`config.mk`:
```
export PLATFORM = sky130hd
export DESIGN_NAME = pipe_ctrl
export DESIGN_NICKNAME = d
export VERILOG_FILES = /design/src/rtl/pipe_pkg.sv /design/src/rtl/hazard_detect.sv /design/src/rtl/pipe_ctrl.sv
export SDC_FILE = /design/constraint.sdc
export NUM_CORES = 1
export LEC_CHECK = 0
export CAP_MARGIN = 20
export CORE_MARGIN = 1
export CORE_UTILIZATION = 35
export DETAILED_ROUTE_END_ITERATION = 6
export PLACE_DENSITY = 0.71
export SLEW_MARGIN = 40
export SYNTH_ARGS = -nofsm -noshare
export SYNTH_HDL_FRONTEND = slang
export SYNTH_HIERARCHICAL = 1
export SYNTH_SLANG_ARGS = --single-unit
```
`constraint.sdc`:
```
create_clock -name clk -period 5.3 [get_ports clk]
set_clock_uncertainty 0.15 [all_clocks]
set_input_delay 1.325 -clock clk [delete_from_list [all_inputs] [get_ports clk]]
set_output_delay 1.325 -clock clk [all_outputs]
set_load 0.01 [all_outputs]
```
`src/rtl/pipe_pkg.sv`:
```
// pipe_pkg: shared types and constants for the 5-stage pipeline sequencer.
//   state_e      sequencer state (RUN = normal flow, MWAIT = memory wait stall)
//   REG_W        register-index width
//   STAGE_F..W   stage indices used to address keep/dirty vectors
package pipe_pkg;

    typedef enum logic {
        RUN   = 1'b0,
        MWAIT = 1'b1
    } state_e;

    localparam int unsigned REG_W = 3;

    localparam int unsigned STAGE_F = 0;
    localparam int unsigned STAGE_D = 1;
    localparam int unsigned STAGE_E = 2;
    localparam int unsigned STAGE_M = 3;
    localparam int unsigned STAGE_W = 4;

endpackage

```
`src/rtl/hazard_detect.sv`:
```
// hazard_detect: combinational load-use comparator.
//   rsrc1, rsrc2  source registers of the instruction in D
//   use1, use2    D instruction actually reads the matching source
//   load          E instruction is a load
//   rdst          destination register of the E instruction
//   lu            D needs the value the E load has not produced yet
module hazard_detect
    import pipe_pkg::*;
(
    input  logic [REG_W-1:0] rsrc1,
    input  logic [REG_W-1:0] rsrc2,
    input  logic             use1,
    input  logic             use2,
    input  logic             load,
    input  logic [REG_W-1:0] rdst,
    output logic             lu
);

    assign lu = load & ((use1 & (rsrc1 == rdst)) | (use2 & (rsrc2 == rdst)));

endmodule

```
`src/rtl/pipe_ctrl.sv`:
```
// pipe_ctrl: central sequencer for the F/D/E/M/W pipeline.
//   clk, rst                  clock (rising edge), asynchronous active-low reset
//   d_rsrc1/2, d_use1/2       operands of the D instruction
//   e_load, e_rdst            E instruction is a load, and its destination
//   jump                      taken branch resolved in E
//   m_mem                     M instruction accesses data memory
//   keepF..keepW              hold the corresponding pipeline register (combinational)
//   dirtyD..dirtyW            stage holds a bubble (registered)
//   stall_cnt                 saturating count of cycles with keepF = 1
// Priority: memory wait stall > branch flush > load-use bubble.
module pipe_ctrl
    import pipe_pkg::*;
#(
    parameter int unsigned MEM_WAIT = 1,
    parameter int unsigned CNT_W    = 16
) (
    input  logic             clk,
    input  logic             rst,
    input  logic [REG_W-1:0] d_rsrc1,
    input  logic [REG_W-1:0] d_rsrc2,
    input  logic             d_use1,
    input  logic             d_use2,
    input  logic             e_load,
    input  logic [REG_W-1:0] e_rdst,
    input  logic             jump,
    input  logic             m_mem,
    output logic             keepF,
    output logic             keepD,
    output logic             keepE,
    output logic             keepM,
    output logic             keepW,
    output logic             dirtyD,
    output logic             dirtyE,
    output logic             dirtyM,
    output logic             dirtyW,
    output logic [CNT_W-1:0] stall_cnt
);

    // The wait counter holds the stall cycles still owed after the entry cycle.
    localparam int unsigned WAIT_W = (MEM_WAIT > 1) ? $clog2(MEM_WAIT) : 1;

    state_e                       state_q, state_d;
    logic [WAIT_W-1:0]            wait_q, wait_d;
    logic                         done_q, done_d;
    logic [STAGE_W:STAGE_D]       dirty_q, dirty_d;
    logic [CNT_W-1:0]             stall_cnt_q, stall_cnt_d;
    logic [STAGE_W:STAGE_F]       keep;
    logic                         lu, lu_ok, jump_ok, mem_ok;

    hazard_detect u_hazard_detect (
        .rsrc1 (d_rsrc1),
        .rsrc2 (d_rsrc2),
        .use1  (d_use1),
        .use2  (d_use2),
        .load  (e_load),
        .rdst  (e_rdst),
        .lu    (lu)
    );

    always_comb begin
        // Inputs only count when they come from a real (non-bubble) instruction; done_q
        // stops an already-served M access from starting a second wait.
        lu_ok   = lu & ~dirty_q[STAGE_E] & ~dirty_q[STAGE_D];
        jump_ok = jump & ~dirty_q[STAGE_E];
        mem_ok  = m_mem & ~dirty_q[STAGE_M] & ~done_q & (MEM_WAIT > 0);

        state_d = state_q;
        wait_d  = wait_q;
        done_d  = done_q;
        keep    = '0;
        // Default: everything advances and a fresh instruction enters D.
        dirty_d = {dirty_q[STAGE_M], dirty_q[STAGE_E], dirty_q[STAGE_D], 1'b0};

        unique case (state_q)
            RUN: begin
                if (mem_ok) begin
                    keep    = '1;
                    dirty_d = dirty_q;
                    wait_d  = WAIT_W'(MEM_WAIT - 1);
                    if (MEM_WAIT > 1) begin
                        state_d = MWAIT;
                    end else begin
                        done_d = 1'b1;
                    end
                end else if (jump_ok) begin
                    // Kill D and E; the branch itself moves on into M.
                    dirty_d[STAGE_D] = 1'b1;
                    dirty_d[STAGE_E] = 1'b1;
                end else if (lu_ok) begin
                    keep[STAGE_F]    = 1'b1;
                    keep[STAGE_D]    = 1'b1;
                    dirty_d[STAGE_D] = dirty_q[STAGE_D];
                    dirty_d[STAGE_E] = 1'b1;
                end
            end
            MWAIT: begin
                keep    = '1;
                dirty_d = dirty_q;
                wait_d  = wait_q - 1'b1;
                if (wait_q == WAIT_W'(1)) begin
                    state_d = RUN;
                    done_d  = 1'b1;
                end
            end
            default: begin
                state_d = RUN;
            end
        endcase

        // A new instruction reaches M whenever M is not held.
        if (!keep[STAGE_M]) begin
            done_d = 1'b0;
        end

        stall_cnt_d = (keep[STAGE_F] && (stall_cnt_q != '1)) ? stall_cnt_q + 1'b1 : stall_cnt_q;
    end

    always_ff @(posedge clk or negedge rst) begin
        if (!rst) begin
            state_q     <= RUN;
            wait_q      <= '0;
            done_q      <= 1'b0;
            dirty_q     <= '1;
            stall_cnt_q <= '0;
        end else begin
            state_q     <= state_d;
            wait_q      <= wait_d;
            done_q      <= done_d;
            dirty_q     <= dirty_d;
            stall_cnt_q <= stall_cnt_d;
        end
    end

    assign keepF     = keep[STAGE_F];
    assign keepD     = keep[STAGE_D];
    assign keepE     = keep[STAGE_E];
    assign keepM     = keep[STAGE_M];
    assign keepW     = keep[STAGE_W];
    assign dirtyD    = dirty_q[STAGE_D];
    assign dirtyE    = dirty_q[STAGE_E];
    assign dirtyM    = dirty_q[STAGE_M];
    assign dirtyW    = dirty_q[STAGE_W];
    assign stall_cnt = stall_cnt_q;

endmodule

```
* After elaboration in Yosys (flattened, before gate mapping)
Cells that the tools add are included.
Word-level totals: output and inout port bits 25, register bits 23, word-level logic and storage cells 52
Operators by class: equal/unequal tests 8, reduce and logical (&&, ||, !) cells 4, add/sub/neg operators 2, bitwise logic cells 14, multiplexer cells 18
Operators by type and width (count):
- $add A16 B1 Y16 const B | 1
- $ne A16 B16 Y1 const B | 1
- $mux W2 | 7
- $pmux W5 S2 | 1
- $and A1 B1 Y1 | 8
- $eq A3 B3 Y1 | 2
- $mux W1 | 6
- $ne A3 B3 Y1 const B | 2
- $not A1 Y1 | 5
- $mux W4 | 1
- $ne A2 B2 Y1 const B | 2
- $pmux W1 S2 | 2
- $reduce_and A2 Y1 | 2
- $mux W3 | 1
- $ne A3 B2 Y1 const B | 1
- $reduce_and A3 Y1 | 1
- $logic_and A1 B1 Y1 | 1
- $or A1 B1 Y1 | 1
- $sub A1 B1 Y1 const B | 1

* Depth between registers and ports, before layout
depth after elaboration 12, depth in mapped cells 7, depth with buffers taken out 6

* Cells and area by module
Netlist, hierarchy kept.
By module, submodules not included:
- pipe_ctrl | cells an instance 107, sequential area each 580.6 µm², area an instance 1188.6 µm², instances 1
- hazard_detect | cells an instance 9, sequential area each 0.0 µm², area an instance 72.6 µm², instances 1

* Worst setup path before layout
Ideal clock, no wire load.
kind input to output, from input e_rdst[1], to output keepF, slack 1.377 ns, stages on the path 7, arrival 2.448 ns, path through xnor2_1 -> nand4_1 -> a21boi_1 -> a311oi_4 -> buf_4 -> inv_1 -> buf_4
Between the ends: cells in the longest elaborated chain, start to end 10, elaborated cells on any way between the ends 12, classes of those cells 2 x eq/ne; 4 x mux; 6 x bitwise
Ends and longest elaborated chain:
- start, declared | line pipe_ctrl.sv:24 | input logic [REG_W-1:0] e_rdst,
- $eq A3 B3 Y1 | line hazard_detect.sv:19 | assign lu = load & ((use1 & (rsrc1 == rdst)) | (use2 & (rsrc2 == rdst)));
- $and A1 B1 Y1 | line hazard_detect.sv:19
- $or A1 B1 Y1 * | line hazard_detect.sv:19
- $and A1 B1 Y1 * | line hazard_detect.sv:19
- net lu | line pipe_ctrl.sv:48 | logic lu, lu_ok, jump_ok, mem_ok;
- $and A1 B1 Y1 * (2 in a row) | line pipe_ctrl.sv:63 | lu_ok = lu & ~dirty_q[STAGE_E] & ~dirty_q[STAGE_D];
- $mux W2 * | line pipe_ctrl.sv:89 | end else if (lu_ok) begin
- $mux W2 * | line pipe_ctrl.sv:85 | end else if (jump_ok) begin
- $mux W2 * | line pipe_ctrl.sv:76 | if (mem_ok) begin
- $pmux W5 S2 * | line pipe_ctrl.sv:74 | unique case (state_q)
- end, declared | line pipe_ctrl.sv:27 | output logic keepF,
Mark *: on every way through the listed nets, which the timed path passes. The rest lies on a longest branch.

* Worst setup path after layout
from input e_rdst[0], to output keepF
Same word-level chain as after synthesis.

==> results.json <==
{
  "end_kind": "primary output",
  "placed_cells": 197,
  "cts_buffers": 3,
  "gp_congestion": 0.7692,
  "required_ns": 3.83,
  "ys_seq_elements": 23,
  "drive_above_1_share_pct": 11.61,
  "max-slew-margin-rel_pct": 65.41,
  "synthTopCellsByArea": "dfrtp_1 38%, xor2_1 9.0%, dfstp_2 8.3%",
  "fin_crit_ns": 4.676,
  "ant_nets": 0,
  "areaGrowthSynthToFinish_pct": 34.52,
  "clock_path_buffers": 2,
  "drt_iter0_markers": 32,
  "layoutNonFillerInstCount": 201,
  "crit_fanout": 2,
  "grt_pass1_wl_um": 4374,
  "cts_tree": "yes",
  "path_cells": "clkdlybuf4s50_1 > xnor2_1 > nand4_1 > a21boi_1 > a311oi_4 > inv_1 > clkdlybuf4s50_1",
  "clock-sinks": 23,
  "vias": 1011,
  "fmax_mhz": 213.9,
  "crit_path_start_kind": "primary input",
  "crit_type": "primary input to primary output",
  "die_w_um": 62.03,
  "yosys_most_used_dff": "dfrtp_1",
  "yosysMostFrequentCell": "dfrtp_1",
  "rsz0062_at_grt": "false",
  "status": "finished, final reports clean",
  "die_h_um": 62.03,
  "cts_root_buf": "clkbuf_4",
  "hpwl_um": 2030,
  "avgSynthCellArea_um2": 10.87,
  "synth-edff-count": 0,
  "leakage_nw": 0.6953,
  "fp-row-count": 21,
  "syn_inst": 116,
  "grt_pass1_vias": 987,
  "drv_slew": 0,
  "yosysSeqAreaShare_pct": 46.03,
  "whs_ns": 0.3212,
  "wl_per_cell_um": 13.25,
  "routed_wirelength_um": 2663,
  "slowest_delay_ns": 0.53,
  "yosys_warnings": 6,
  "path_buf_inv": 3,
  "postCtsHoldBufs": 0,
  "ir_drop_v": 0.0002441,
  "postCtsSetupBuffers": 0,
  "viasPerCell": 5.030,
  "synth_top_area_cell": "dfrtp_1",
  "portBuffers": 40,
  "syn-num-nets": 133,
  "antenna_cells": 0,
  "fin_tns_setup_ns": 0,
  "overflow": 0,
  "cts_resized": 0,
  "finalSetupViolations": 0,
  "maxCapViolations": 0,
  "critPathSlowestCell": "clkdlybuf4s50_1",
  "clk-insertion-delay-late_ns": 0.32,
  "syn-cell-area_um2": 1261,
  "yosysTopAreaCellShare_pct": 37.70,
  "crit_family": "buffers and inverters",
  "dr.pass1.iters": 4,
  "core_area_um2": 3390,
  "ys_async_sr_fraction_pct": 100.0,
  "reg2reg_depth": 5,
  "die_area_um2": 3848,
  "h-tree-depth": 1,
  "route.detailed.drc": 0,
  "grt_use_total_pct": 15.38,
  "synth_common_cells": "19 x dfrtp_1, 13 x xor2_1, 7 x inv_1",
  "min_path_type": "register to register",
  "grt_max_degree": 24,
  "post-route-period-util_pct": 88.22,
  "yosysUniqueCellTypes": 34,
  "nNetsFinal": 173,
  "initial_core_util_pct": 37.21,
  "cp.depth": 7,
  "io_pins": 41,
  "whs_path_depth": 1,
  "worstMarginPinSlew_ns": 0.5188,
  "cp.arrival_ns": 3.20,
  "p_per_area_nw_per_um2": 407.1,
  "hold_violations": 0,
  "cts.clk_slew.worst_paths_ns": 0.12,
  "antenna_found_initial": 0,
  "crit_top_cell": "clkdlybuf4s50_1"
}
## layer usage
metal,track usage (%),share of wire (%),vias up
li1,-,-,484
met1,19.77,45,489
met2,26.60,49,38
met3,3.934,5.8,0
met4,2.222,0,0
met5,0,0,-
## cell families (layout without fill, tap and decap cells)
logic type               Yosys count  count (layout)  synth area share (%)
AO/OA/AOI/OAI                     13              13                 7.739
multiplexers                       3               3                 2.480
XOR/XNOR                          19              19                 13.19
buffers and inverters             13              52                 6.250
flip-flops                        23              23                 46.03
AND/OR/NAND/NOR                   44              44                 23.31
adder cells (fa/ha/maj)            1               1                0.9919
## power by group
| part | internal (W) | total [W] | switching [W] |
|---|---|---|---|
| logic | 0.000170 | 0.000305 | 0.000135 |
| registers | 0.000238 | 0.000303 | 0.0000652 |
| clock network | 0.0000282 | 0.0000825 | 0.0000542 |
## layout make-up
| class | count | area (µm²) |
|---|---|---|
| Timing Repair Buffer | 41 | 402.9 |
| Sequential cell | 23 | 580.6 |
| Clock buffer | 3 | 22.52 |
| Tap cell | 46 | 57.56 |
| Inverter | 7 | 26.28 |
| Multi-Input combinational cell | 80 | 601.8 |
| Fill cell | 302 | 1693 |
| Clock inverter | 1 | 5.005 |
## layout by cell type (no fill, tap or decap), types with 2 or more instances in the layout
cell	n
clkdlybuf4s50_1	39
dfrtp_1	19
xor2_1	13
inv_1	7
nand4_1	6
nand2_1	6
nor3_1	6
xnor2_1	6
nor2_1	5
o21ai_0	4
dfstp_2	4
and4_1	3
nor4_2	3
a21oi_1	3
nand3_1	3
clkbuf_4	3
nor2b_1	2
and3_1	2
nor4b_2	2
mux2i_1	2
## stage by stage
step	area (µm²)	total power, W	worst slack [ns]	util (%)
final	1697	0.0006907	0.6242	50.06
after global routing	1697	0.0007399	0.5297	50.06
after CTS	1697	0.0006972	0.6280	50.06
after detailed placement	1669	0.0006135	0.6326	49.24
after global placement	1674	0.0006029	0.6985	49.39
after floorplan	1261	0.0004538	1.377	-
## registers in the layout (all words and copies together), names as in the netlist
signal / flops
wait_q: 1
stall_cnt: 16
dirty_q: 4
done_q: 1
state_q: 1
## final timing paths
path	end	slack (ns)	from
setup / recovery	keepF	0.62	e_rdst[0]
hold / removal	state_q$_DFF_PN0_	0.32	wait_q$_DFFE_PN0P_
setup reg to reg	stall_cnt[1]$_DFFE_PN0P_	3.34	stall_cnt[0]$_DFFE_PN0P_
hold reg to reg	state_q$_DFF_PN0_	0.32	wait_q$_DFFE_PN0P_
max in group asynchronous	dirty_q[4]$_DFFE_PN1P_	3.82	rst
min in group asynchronous	stall_cnt[8]$_DFFE_PN0P_	0.81	rst
Note: power is estimated with default switching activity, not from simulation.
